===== src/rtl/program_encoder_pkg.sv =====
// Shared RV32I encoding constants and types for the program encoder and the core decoder.
// Defining PROGRAM_ENCODER_NOP_PAD_EN adds the PAD state used for trailing NOP padding.
package program_encoder_pkg;

    typedef enum logic [4:0] {
        ENC_ADD, ENC_SUB, ENC_SLL, ENC_SRL, ENC_SRA, ENC_XOR, ENC_OR, ENC_AND, ENC_SLT, ENC_SLTU,
        ENC_ADDI, ENC_SLLI, ENC_SRLI, ENC_SRAI, ENC_XORI, ENC_ORI, ENC_ANDI, ENC_SLTI, ENC_SLTIU,
        ENC_LUI, ENC_LW, ENC_SW,
        ENC_BEQ, ENC_BNE, ENC_BLT, ENC_BGE, ENC_BLTU, ENC_BGEU
    } encoder_op_type;

    typedef enum logic [1:0] {
        ST_IDLE,
        ST_RUN,
        ST_DONE
`ifdef PROGRAM_ENCODER_NOP_PAD_EN
        , ST_PAD
`endif
    } encoder_state_t;

    localparam logic [6:0] OPCODE_OP_IMM = 7'b0010011;
    localparam logic [6:0] OPCODE_OP     = 7'b0110011;
    localparam logic [6:0] OPCODE_LUI    = 7'b0110111;
    localparam logic [6:0] OPCODE_LOAD   = 7'b0000011;
    localparam logic [6:0] OPCODE_STORE  = 7'b0100011;
    localparam logic [6:0] OPCODE_BRANCH = 7'b1100011;

    localparam logic [2:0] F3_ADD_SUB = 3'b000;
    localparam logic [2:0] F3_SLL     = 3'b001;
    localparam logic [2:0] F3_SLT     = 3'b010;
    localparam logic [2:0] F3_SLTU    = 3'b011;
    localparam logic [2:0] F3_XOR     = 3'b100;
    localparam logic [2:0] F3_SRL_SRA = 3'b101;
    localparam logic [2:0] F3_OR      = 3'b110;
    localparam logic [2:0] F3_AND     = 3'b111;
    localparam logic [2:0] F3_WORD    = 3'b010;
    localparam logic [2:0] F3_BEQ     = 3'b000;
    localparam logic [2:0] F3_BNE     = 3'b001;
    localparam logic [2:0] F3_BLT     = 3'b100;
    localparam logic [2:0] F3_BGE     = 3'b101;
    localparam logic [2:0] F3_BLTU    = 3'b110;
    localparam logic [2:0] F3_BGEU    = 3'b111;

    localparam logic [6:0] F7_BASE = 7'b0000000;
    localparam logic [6:0] F7_ALT  = 7'b0100000;

    localparam logic [31:0] NOP_INSTRUCTION = 32'h00000013;

    // A value fits a signed N-bit field when all bits from N-1 upward agree.
    function automatic logic fits_simm12(input logic [31:0] v);
        return (v[31:11] == '0) || (v[31:11] == '1);
    endfunction

    function automatic logic fits_branch(input logic [31:0] v);
        return ((v[31:12] == '0) || (v[31:12] == '1)) && !v[0];
    endfunction

endpackage


===== src/rtl/program_encoder_instr_packer.sv =====
// Combinational packer: symbolic RV32I request to a 32-bit instruction word plus a legality flag.
module instr_packer
    import program_encoder_pkg::*;
(
    input  encoder_op_type op,
    input  logic [4:0]     rd,
    input  logic [4:0]     rs1,
    input  logic [4:0]     rs2,
    input  logic [31:0]    imm,
    output logic [31:0]    word,
    output logic           legal
);

    logic [2:0] funct3;
    logic [6:0] funct7;

    always_comb begin
        funct3 = F3_ADD_SUB;
        funct7 = F7_BASE;
        case (op)
            ENC_SUB:                 funct7 = F7_ALT;
            ENC_SLL, ENC_SLLI:       funct3 = F3_SLL;
            ENC_SRL, ENC_SRLI:       funct3 = F3_SRL_SRA;
            ENC_SRA, ENC_SRAI: begin
                funct3 = F3_SRL_SRA;
                funct7 = F7_ALT;
            end
            ENC_XOR, ENC_XORI:       funct3 = F3_XOR;
            ENC_OR, ENC_ORI:         funct3 = F3_OR;
            ENC_AND, ENC_ANDI:       funct3 = F3_AND;
            ENC_SLT, ENC_SLTI:       funct3 = F3_SLT;
            ENC_SLTU, ENC_SLTIU:     funct3 = F3_SLTU;
            ENC_LW, ENC_SW:          funct3 = F3_WORD;
            ENC_BEQ:                 funct3 = F3_BEQ;
            ENC_BNE:                 funct3 = F3_BNE;
            ENC_BLT:                 funct3 = F3_BLT;
            ENC_BGE:                 funct3 = F3_BGE;
            ENC_BLTU:                funct3 = F3_BLTU;
            ENC_BGEU:                funct3 = F3_BGEU;
            default: ;
        endcase
    end

    always_comb begin
        word  = '0;
        legal = 1'b1;
        case (op)
            ENC_ADD, ENC_SUB, ENC_SLL, ENC_SRL, ENC_SRA,
            ENC_XOR, ENC_OR, ENC_AND, ENC_SLT, ENC_SLTU:
                word = {funct7, rs2, rs1, funct3, rd, OPCODE_OP};
            ENC_ADDI, ENC_XORI, ENC_ORI, ENC_ANDI, ENC_SLTI, ENC_SLTIU: begin
                word  = {imm[11:0], rs1, funct3, rd, OPCODE_OP_IMM};
                legal = fits_simm12(imm);
            end
            ENC_SLLI, ENC_SRLI, ENC_SRAI: begin
                word  = {funct7, imm[4:0], rs1, funct3, rd, OPCODE_OP_IMM};
                legal = (imm[31:5] == '0);
            end
            ENC_LUI: begin
                word  = {imm[31:12], rd, OPCODE_LUI};
                legal = (imm[11:0] == '0);
            end
            ENC_LW: begin
                word  = {imm[11:0], rs1, funct3, rd, OPCODE_LOAD};
                legal = fits_simm12(imm);
            end
            ENC_SW: begin
                word  = {imm[11:5], rs2, rs1, funct3, imm[4:0], OPCODE_STORE};
                legal = fits_simm12(imm);
            end
            ENC_BEQ, ENC_BNE, ENC_BLT, ENC_BGE, ENC_BLTU, ENC_BGEU: begin
                word  = {imm[12], imm[10:5], rs2, rs1, funct3, imm[4:1], imm[11], OPCODE_BRANCH};
                legal = fits_branch(imm);
            end
            default: legal = 1'b0;
        endcase
    end

endmodule


===== src/rtl/program_encoder.sv =====
// Program encoder top: handshake, FSM and sequential instruction-memory writer.
// Defining PROGRAM_ENCODER_NOP_PAD_EN appends NOP_PAD NOP words after each program.
module program_encoder
    import program_encoder_pkg::*;
#(
    parameter int IMEM_ADDR_WIDTH = 10
`ifdef PROGRAM_ENCODER_NOP_PAD_EN
    , parameter int NOP_PAD = 4
`endif
) (
    input  logic                       clk,
    input  logic                       rst,
    input  logic                       start,
    input  logic                       finish,
    input  logic                       req_valid,
    output logic                       req_ready,
    input  encoder_op_type             req_op,
    input  logic [4:0]                 req_rd,
    input  logic [4:0]                 req_rs1,
    input  logic [4:0]                 req_rs2,
    input  logic [31:0]                req_imm,
    output logic                       imem_we,
    output logic [IMEM_ADDR_WIDTH-1:0] imem_addr,
    output logic [31:0]                imem_wdata,
    output logic [IMEM_ADDR_WIDTH:0]   word_count,
    output logic                       busy,
    output logic                       done,
    output logic                       err_illegal,
    output logic                       err_overflow
);

    localparam logic [IMEM_ADDR_WIDTH:0] CAPACITY  = {1'b1, {IMEM_ADDR_WIDTH{1'b0}}};
    localparam logic [IMEM_ADDR_WIDTH:0] LAST_SLOT = CAPACITY - 1'b1;

    encoder_state_t state;
    logic [31:0]    pack_word;
    logic           pack_legal;
    logic           accept;

`ifdef PROGRAM_ENCODER_NOP_PAD_EN
    localparam int PAD_W = $clog2(NOP_PAD + 2);
    logic [PAD_W-1:0] pad_count;
`endif

    instr_packer u_packer (
        .op    (req_op),
        .rd    (req_rd),
        .rs1   (req_rs1),
        .rs2   (req_rs2),
        .imm   (req_imm),
        .word  (pack_word),
        .legal (pack_legal)
    );

    assign req_ready = (state == ST_RUN) && (word_count < CAPACITY);
    assign accept    = req_valid && req_ready;
    assign busy      = (state != ST_IDLE);

    // Overflow takes priority over finish: the last slot was just filled, so nothing more fits.
    always_ff @(posedge clk or negedge rst) begin
        if (!rst) begin
            state        <= ST_IDLE;
            imem_we      <= 1'b0;
            imem_addr    <= '0;
            imem_wdata   <= '0;
            word_count   <= '0;
            done         <= 1'b0;
            err_illegal  <= 1'b0;
            err_overflow <= 1'b0;
`ifdef PROGRAM_ENCODER_NOP_PAD_EN
            pad_count    <= '0;
`endif
        end else begin
            imem_we <= 1'b0;
            case (state)
                ST_IDLE: begin
                    if (start) begin
                        state        <= ST_RUN;
                        word_count   <= '0;
                        done         <= 1'b0;
                        err_illegal  <= 1'b0;
                        err_overflow <= 1'b0;
`ifdef PROGRAM_ENCODER_NOP_PAD_EN
                        pad_count    <= '0;
`endif
                    end
                end
                ST_RUN: begin
                    if (accept) begin
                        if (pack_legal) begin
                            imem_we    <= 1'b1;
                            imem_addr  <= word_count[IMEM_ADDR_WIDTH-1:0];
                            imem_wdata <= pack_word;
                            word_count <= word_count + 1'b1;
                        end else begin
                            err_illegal <= 1'b1;
                        end
                    end
                    if (accept && pack_legal && (word_count == LAST_SLOT)) begin
                        err_overflow <= 1'b1;
                        state        <= ST_DONE;
                        done         <= 1'b1;
                    end else if (finish) begin
`ifdef PROGRAM_ENCODER_NOP_PAD_EN
                        if (NOP_PAD == 0) begin
                            state <= ST_DONE;
                            done  <= 1'b1;
                        end else begin
                            state <= ST_PAD;
                        end
`else
                        state <= ST_DONE;
                        done  <= 1'b1;
`endif
                    end
                end
`ifdef PROGRAM_ENCODER_NOP_PAD_EN
                ST_PAD: begin
                    imem_we    <= 1'b1;
                    imem_addr  <= word_count[IMEM_ADDR_WIDTH-1:0];
                    imem_wdata <= NOP_INSTRUCTION;
                    word_count <= word_count + 1'b1;
                    pad_count  <= pad_count + 1'b1;
                    if (word_count == LAST_SLOT) begin
                        err_overflow <= 1'b1;
                        state        <= ST_DONE;
                        done         <= 1'b1;
                    end else if (pad_count == PAD_W'(NOP_PAD - 1)) begin
                        state <= ST_DONE;
                        done  <= 1'b1;
                    end
                end
`endif
                ST_DONE: state <= ST_IDLE;
                default: state <= ST_IDLE;
            endcase
        end
    end

endmodule


===== config.mk =====
export PLATFORM = sky130hd
export DESIGN_NAME = program_encoder
export DESIGN_NICKNAME = d
export VERILOG_FILES = /design/src/rtl/program_encoder_pkg.sv /design/src/rtl/program_encoder_instr_packer.sv /design/src/rtl/program_encoder.sv
export SDC_FILE = /design/constraint.sdc
export NUM_CORES = 1
export LEC_CHECK = 0
export BUFFER_PORTS_ARGS = -buffer_cell sky130_fd_sc_hd__buf_2
export CAP_MARGIN = 15
export CORE_MARGIN = 5
export CORE_UTILIZATION = 30
export CTS_BUF_LIST = sky130_fd_sc_hd__clkbuf_8
export DETAILED_ROUTE_END_ITERATION = 10
export GPL_ROUTABILITY_DRIVEN = 0
export PLACE_DENSITY = 0.54
export REMOVE_ABC_BUFFERS = 1
export SETUP_SLACK_MARGIN = 0.05
export SYNTH_ARGS = -nofsm -noshare
export SYNTH_HDL_FRONTEND = slang
export SYNTH_SLANG_ARGS = --single-unit

===== constraint.sdc =====
create_clock -name clk -period 4.5 [get_ports clk]
set_input_delay 0.9 -clock clk [delete_from_list [all_inputs] [get_ports clk]]
set_output_delay 0.9 -clock clk [all_outputs]
set_load 0.02 [all_outputs]

After elaboration in Yosys (flattened, before gate mapping)
Index checks and enable logic that the tools add are counted.
{"block": "op_classes", "mux": 24, "n_lt_le_gt_ge": 1, "n_addsub": 1, "n_eq_ne": 37, "reduce_logical": 35}
{"operator": "$pmux W32 S7", "n": 1}
{"operator": "$eq A5 B5 Y1 const B", "n": 12}
{"operator": "$eq A5 B4 Y1 const B", "n": 8}
{"operator": "$mux W11", "n": 3}
{"operator": "$logic_not A27 Y1", "n": 1}
{"operator": "$pmux W11 S2", "n": 1}
{"operator": "$eq A21 B21 Y1 const B", "n": 1}
{"operator": "$logic_not A21 Y1", "n": 1}
{"operator": "$pmux W3 S7", "n": 1}
{"operator": "$eq A20 B20 Y1 const B", "n": 1}
{"operator": "$eq A5 B3 Y1 const B", "n": 4}
{"operator": "$logic_not A20 Y1", "n": 1}
{"operator": "$reduce_or A3 Y1", "n": 6}
{"operator": "$logic_not A12 Y1", "n": 1}
{"operator": "$reduce_or A6 Y1", "n": 2}
{"operator": "$add A11 B1 Y11 const B", "n": 1}
{"operator": "$eq A11 B10 Y1 const B", "n": 1}
{"operator": "$lt A11 B11 Y1 const B", "n": 1}
{"operator": "$eq A5 B2 Y1 const B", "n": 2}
{"operator": "$reduce_or A10 Y1", "n": 1}
{"operator": "$mux W1", "n": 9}
{"operator": "$reduce_and A3 Y1", "n": 3}
{"operator": "$ne A2 B2 Y1 const B", "n": 4}
{"operator": "$reduce_and A4 Y1", "n": 2}
{"operator": "other kinds (20)", "n": 30}
{"block": "totals", "output_inout_bits": 59, "elab_cells": 106, "regBits": 59}

Logic depth before layout (Yosys ltp)
Gate-level depths: netlist of run 1.
{"block": "depth", "word_depth": 8, "mapped_depth": 9, "depth_no_buf": 7}

By module
Synthesis of run 1 repeated with hierarchy kept, for this count alone.
{"block": "hier_totals", "cells_unflattened": 384, "area_unflattened_um2": 3264.4}
{"mod": "program_encoder", "area_per_inst_um2": 2436.1, "instances": 1, "seq_area_each_um2": 1476.4, "cells_each": 256}
{"mod": "instr_packer", "area_per_inst_um2": 828.3, "instances": 1, "seq_area_each_um2": 0.0, "cells_each": 128}

Worst setup path before layout of run 1
Ideal clock, no wire load.
{"block": "synth_timing", "path_type": "input to register", "start": "in req_imm[16]", "end": "reg imem_addr[0]", "path_stages": 7, "arrival_ns": 2.910, "path_buffers": 1, "slack_ns": 1.465, "setup_ns": 0.125, "cell_sequence": "or4_1 or3_1 a2bb2oi_1 o21a_1 a21oi_1 buf_2 mux2_2"}
{"block": "synth_via", "elab_chain_cells": 5, "word_cells_on_any_way": 10}
{"item": "start: declaration", "line_no": "program_encoder.sv:21", "source": "input logic [31:0] req_imm,"}
{"item": "$eq A20 B20 Y1 or $logic_not A20 Y1 (tied branches)", "line_no": "program_encoder_pkg.sv:55", "source": "return ((v[31:12] == '0) || (v[31:12] == '1)) && !v[0];"}
{"item": "$logic_or A1 B1 Y1", "line_no": "program_encoder_pkg.sv:55"}
{"item": "$logic_and A1 B1 Y1", "line_no": "program_encoder_pkg.sv:55"}
{"item": "$pmux W1 S5 *", "line_no": "program_encoder_instr_packer.sv:47", "source": "case (op)"}
{"item": "$reduce_and A3 Y1 (no source line) *"}
{"item": "end signal: assignment", "line_no": "program_encoder.sv:92", "source": "imem_addr <= word_count[IMEM_ADDR_WIDTH-1:0];"}
{"item": "end: declaration", "line_no": "program_encoder.sv:23", "source": "output logic [IMEM_ADDR_WIDTH-1:0] imem_addr,"}
Mark *: on every way between the ends. The rest lies on a longest branch, timed or not.
A chain may end at the register's enable or synchronous reset.

Worst setup path in the final report of run 1
{"block": "layout_timing", "start": "in req_imm[16]", "end": "reg imem_addr[5]"}
Same word-level chain as after synthesis.

==> impl_results.md, run 1 <==
- Global-route wire length before repair: 15460 µm
- Ports: 116
- Die H: 111.3 µm
- Die W: 111.3 µm
- Top post-synthesis cells by count: dfrtp_1, nor2_1, a21oi_1
- Setup CP Type: in2reg
- Clk pwr share: 0.222
- Placed Area: 0.003777 mm²
- Gr ovfl total: 0
- Crit. End Element: flip-flop
- Most common cell in the netlist: dfrtp_1
- Detailed Route Iter0 Violations: 256
- Status: finished, final reports clean
- Max Cap Violations: 0
- Layout cells sized above 1: 0.3567
- Count of cell types in the netlist: 54
- Post-synthesis async set-or-reset flop share: 1.000
- GRT Total Usage: 0.1542
- Max-slew violation count: 0
- P_int: 0.001099 W
- Largest net degree at the start of global routing: 58
- Critical path data arrival time: 3.34 ns
- Mean Syn Cell Area: 9.327 µm²
- Clk sinks: 57
- Dpl ws: 1.044 ns
- CP Max Fanout: 44
- Root buffer cell: clkbuf_8
- Hold_ws: 0.4833 ns
- Hold crit path type: reg2reg
- Startpoint types: input port
- Worst-Skew Late Latency: 0.33 ns
- Post-synth top area cell: dfrtp_1
- Die area: 0.01239 mm²
- Routed Antenna Nets: 0
- CTS max path bufs: 2
- Initial Util: 0.3022
- Slew headroom: 0.3931
- Setup WS post-layout: 1.373 ns
- Top cells by area, synth: dfrtp_1, nor2_1, a21oi_1
- Routed WL per cell: 16.76 µm
- Peak supply drop: 160.6 µV
- Number of synthesized flops with an enable pin: 0
- Synth Register Bits: 57
- Top-area cell type share of the netlist area: 0.4634
- HPWL after DPL: 7306 µm
- IO Port Bufs: 114
- Switching share of power: 0.4046
- Yosys warning count: 0
- Period utilisation layout: 0.6949
- Initial antenna violation count: 0
- Post-CTS Resized: 0
- Synthesized area: 0.003078 mm²
- Via Count: 2965
- Diode count: 0
- Setup TNS: 0 ns
- Total Wirelength: 9705 µm
- Combinational power share: 0.371
- CTS Buf Count: 9
- RSZ-0062 raised after global routing: false
- NetSw: 0.0007467 W
- Pre-antenna DRT Iters: 5
- CTS tree: yes
- Static Leak: 1.841 nW
- CTS H-Tree Depth: 3
- Synth Flop Type: dfrtp_1
- Pwr dens: 468.7 mW/mm²
- Vias in the first global route: 2979
- Mapped Cells: 330
- Top achievable clock speed: 0.3198 GHz
- Worst-Margin Slew: 0.9070 ns
- Endpoints failing setup: 0
- CORE AREA: 0.01018 mm²
- Seq/Total Area, Yosys: 0.4634
- WP data required: 4.72 ns
- P&R area growth vs syn: 27.93%
- Row Count: 37
- Minimum clock period: 3.127 ns
- Layout Nets: 497
- Post-route cell area: 0.003938 mm²
- Reg power frac: 0.407
- Hold Fails Final Rpt: 0
- Vias per cell: 5.121
- Clk slew on worst S/H paths: 0.07 ns
- Residual DRC count: 0
- Post-CTS Setup Bufs: 0
- Cts-stage hold buffer count: 0
- Skew final: 0.006891 ns
## layer usage
layer | up-vias | part of all wire | track usage
met3 | 10 | 0.083 | 0.05076
met2 | 141 | 0.45 | 0.2372
met5 | - | 0 | 0
li1 | 1421 | - | -
met1 | 1393 | 0.46 | 0.2067
met4 | 0 | 0.011 | 0.04542
## worst max-delay path: stages
cell and delay [ns]:
buf_2 0.11, or4_1 0.55, or2_0 0.26, and4bb_2 0.32
o21ai_0 0.18, a21oi_4 0.38, buf_12 0.27, mux2_2 0.36
## cell type report
| class | count | area, µm² |
|---|---|---|
| fill | 1090 | 6247 |
| multi-input combinational | 242 | 1526 |
| sequential | 57 | 1426 |
| timing repair buffer | 118 | 613.1 |
| tap | 136 | 170.2 |
| clock buffer | 9 | 123.9 |
| inverter | 11 | 41.29 |
| clock inverter | 6 | 36.28 |
## layout by cell type (no fill, tap or decap), types with 6 or more instances in the layout
cell | netlist | layout
a21oi_1 | 34 | 33
a222oi_1 | 6 | 6
a22oi_1 | 14 | 14
buf_2 | 6 | 114
clkbuf_8 | 0 | 9
dfrtp_1 | 57 | 57
inv_1 | 11 | 11
mux2_2 | 14 | 14
nand2_1 | 12 | 12
nand3_1 | 10 | 10
nand4_1 | 6 | 6
nor2_1 | 55 | 55
nor3_1 | 6 | 6
o21ai_0 | 12 | 12
xnor2_1 | 9 | 9
## cell families (layout without fill, tap and decap cells)
group,Yosys count,in the layout,share of synthesized area
simple gates,122,122,0.2029
compound gates,93,93,0.2012
flops,57,57,0.4634
buf+inv,31,144,0.04431
mux,14,14,0.05122
xor+xnor,10,10,0.02846
fa+ha+maj,2,2,0.007317
other cells,1,1,0.001218
## worst paths after layout
kind	cells past startpoint	from	to	slack, ns
setup / recovery	8	req_imm[16]	imem_addr[5]	1.37
hold / removal	1	imem_wdata[1]	imem_wdata[1]	0.48
setup reg to reg	7	state[0]	state[0]	1.91
hold reg to reg	1	imem_wdata[1]	imem_wdata[1]	0.48
max in group asynchronous	2	rst	imem_wdata[31]	3.27
min in group asynchronous	2	rst	imem_wdata[28]	0.70
## power groups by stage
stage,Sequential (W),Clock [W],Combinational [W]
2_1_floorplan,0.000936,0,0.000227
3_3_place_gp,0.000759,0,0.000690
5_1_grt,0.000770,0.000450,0.000750
6_report,0.000751,0.000410,0.000685
4_1_cts,0.000751,0.000424,0.000698
3_5_place_dp,0.000761,0,0.000694
## registers in the layout, summed over array words and instances (netlist names)
register,flops
imem_wdata,30
word_count,11
imem_addr,10
state,2
done,1
err_illegal,1
err_overflow,1
imem_we,1
## through the flow
stage          std cells  power (W)  utilization
2_1_floorplan        310   0.001164            -
3_3_place_gp         564   0.001449       0.3709
3_5_place_dp         564   0.001456       0.3709
4_1_cts              579   0.001874       0.3866
5_1_grt              579   0.001969       0.3866
6_report             579   0.001846       0.3866
Note: power is estimated with default switching activity, not from simulation.
==> inputs of run 2 (changes only) <==
clock period = 2.9 ns   (was 4.5 ns; I/O delays follow)
==> run 2 against run 1 <==
Register-to-register slack lost 1.4 ns. Largest cell class unchanged. Die area is the same. Power grew 62%. Routed wire length grew 0.91%. Highest routed layer unchanged. Sequential cell count is the same. Non-clock buffer count grew 18.
==> impl_results.md, run 2 (synthesis gave the netlist of run 1 again) <==
- CP peak stage delay: 0.57 ns (was 0.55 ns)
- Skew final: 0.006018 ns (was 0.006891 ns)
- GRT Total Usage: 0.1586 (was 0.1542)
- Die W: 111.3 µm (unchanged)
- Total Power: 0.002993 W (was 0.001846 W)
- Static Leak: 1.952 nW (was 1.841 nW)
- Peak supply drop: 291.1 µV (was 160.6 µV)
- Detailed Route Iter0 Violations: 272 (was 256)
- Hold_ws: 0.2118 ns (was 0.4833 ns)
- Pre-antenna DRT Iters: 5 (unchanged)
- Post-CTS Setup Bufs: 0 (unchanged)
- Most frequent cells in the layout: buf_2, dfrtp_1, nor2_1 (unchanged)
- CORE AREA: 0.01018 mm² (unchanged)
- Cts-stage hold buffer count: 0 (unchanged)
- Fin util: 0.4045 (was 0.3866)
- Initial antenna violation count: 0 (unchanged)
- CTS H-Tree Depth: 3 (unchanged)
- Pwr dens: 726.4 mW/mm² (was 468.7 mW/mm²)
- Vias in the first global route: 2982 (was 2979)
- FF-to-FF setup slack: 0.53 ns (was 1.91 ns)
- Status: finished, final reports clean (unchanged)
- Largest Register: imem_wdata (unchanged)
- Post-CTS Resized: 0 (unchanged)
- Setup CP Type: in2reg (unchanged)
- CTS tree: yes (unchanged)
- Routed Antenna Nets: 0 (unchanged)
- Placed Area: 0.003925 mm² (was 0.003777 mm²)
- Residual DRC count: 0 (unchanged)
- CP Buf/Inv Count: 2 (unchanged)
- IO Port Bufs: 114 (unchanged)
- CTS max path bufs: 2 (unchanged)
- Routed WL per cell: 16.40 µm (was 16.76 µm)
- WP data required: 3.11 ns (was 4.72 ns)
- RR Endpoint: state[0] (unchanged)
- Filler Cell Count: 1039 (was 1090)
- Worst-Margin Slew: 0.5927 ns (was 0.9070 ns)
- Startpoint types: input port (unchanged)
- Crit. End Element: flip-flop (unchanged)
- Worst-Skew Late Latency: 0.33 ns (about the same)
- Die area: 0.01239 mm² (unchanged)
- Gr ovfl total: 0 (unchanged)
- Initial Util: 0.3022 (unchanged)
- Ports: 116 (unchanged)
- Post-route cell area: 0.004120 mm² (was 0.003938 mm²)
- Levels on crit path: 8 (unchanged)
- Critical path data arrival time: 2.80 ns (was 3.34 ns)
- Vias per cell: 5.092 (was 5.121)
- Die H: 111.3 µm (unchanged)
- Global-route wire length before repair: 15730 µm (was 15460 µm)
- Clk slew on worst S/H paths: 0.07 ns (about the same)
- Hold crit path type: in2async (was reg2reg)
- Max Cap Violations: 0 (unchanged)
- CTS Buf Count: 9 (unchanged)
- Period utilisation layout: 0.8915
- Biggest regs: imem_wdata (30), word_count (11), imem_addr (10) (unchanged)
- RSZ-0062 raised after global routing: false (unchanged)
- Endpoints failing setup: 0 (unchanged)
- Leading cell type in the layout, fill and taps excluded: buf_2 (unchanged)
- Worst R2R Start: state[0] (unchanged)
- Row Count: 37 (unchanged)
- Hold Fails Final Rpt: 0 (unchanged)
- Layout Nets: 515 (was 497)
- Largest net degree at the start of global routing: 23 (was 58)
- CP Max Fanout: 9 (was 44)
- P&R area growth vs syn: 33.86% (was 27.93%)
- Slowest cell on crit path: or4_1 (unchanged)
- Slew headroom: 0.6049 (was 0.3931)
- Layout cells sized above 1: 0.3796 (was 0.3567)
- Root buffer cell: clkbuf_8 (unchanged)
- R2R depth: 7 (unchanged)
- Crit-path cells: buf_2 -> or4_1 -> or2_0 -> and4bb_2 -> o21ai_0 -> a21oi_4 -> buf_4 -> mux2_2 (was buf_2 -> or4_1 -> or2_0 -> and4bb_2 -> o21ai_0 -> a21oi_4 -> buf_12 -> mux2_2)
- Diode count: 0 (unchanged)
- Minimum clock period: 2.585 ns
- Max-slew violation count: 0 (unchanged)
- Top achievable clock speed: 0.3868 GHz
- Largest register FFs: 30 (unchanged)
- Clk sinks: 57 (unchanged)
- Total Wirelength: 9793 µm (was 9705 µm)
- Via Count: 3040 (was 2965)
- HPWL after DPL: 7588 µm (was 7306 µm)
- CP delay by family, top: simple AND/OR/NAND/NOR gates (unchanged)
[run 2: worst max-delay path by stage]
stage | from | end | slack, ns
floorplan | req_op[2] | imem_addr[0] | -2.09
global placement | req_imm[16] | word_count[5] | 0.04
detailed placement | req_imm[16] | word_count[5] | -0.01
CTS | req_imm[16] | imem_wdata[9] | 0.33
global route | req_imm[16] | imem_wdata[22] | 0.18
finish | req_imm[16] | imem_wdata[6] | 0.31
[run 2: layer usage]
layer,wire [µm],part of all wire,global-route usage,vias to the layer above
li1,-,-,-,1457
met1,4327,0.44,0.2106,1433
met2,4421,0.45,0.2405,141
met3,948,0.097,0.06168,9
met4,96,0.0098,0.04461,0
met5,0,0,0,-
[run 2: stage by stage]
step | setup slack, ns | TNS (ns) | instances
after CTS | 0.3295 | 0 | 597
final | 0.3148 | 0 | 597
after global placement | 0.04413 | 0 | 582
after detailed placement | -0.01224 | -0.04955 | 582
after global routing | 0.1777 | 0 | 597
after floorplan | -2.091 | -81.55 | 310
[run 2: power by group]
part	switching, W	leakage [nW]	internal, W
Sequential	0.000127	0.718	0.00103
Clock	0.000319	0.106	0.000433
Combinational	0.000685	1.13	0.000403
Total	0.00113	1.95	0.00186
[run 2: worst reg2reg max path, delay by kind of cell (launching register included)]
kind               cells  cell delay [ns]
and+or+nand+nor        4             1.25
DFF                    1             0.40
AOI/OAI and AO/OA      3             0.59
[run 2: cell type report]
| type | instances | area, µm² | area share |
|---|---|---|---|
| Clock inverter | 4 | 43.79 | 0.01063 |
| Inverter | 11 | 41.29 | 0.01002 |
| Multi-Input combinational cell | 242 | 1526 | 0.3705 |
| Tap cell | 136 | 170.2 | 0.04130 |
| Clock buffer | 11 | 151.4 | 0.03674 |
| Timing Repair Buffer | 136 | 760.7 | 0.1846 |
| Sequential cell | 57 | 1426 | 0.3462 |
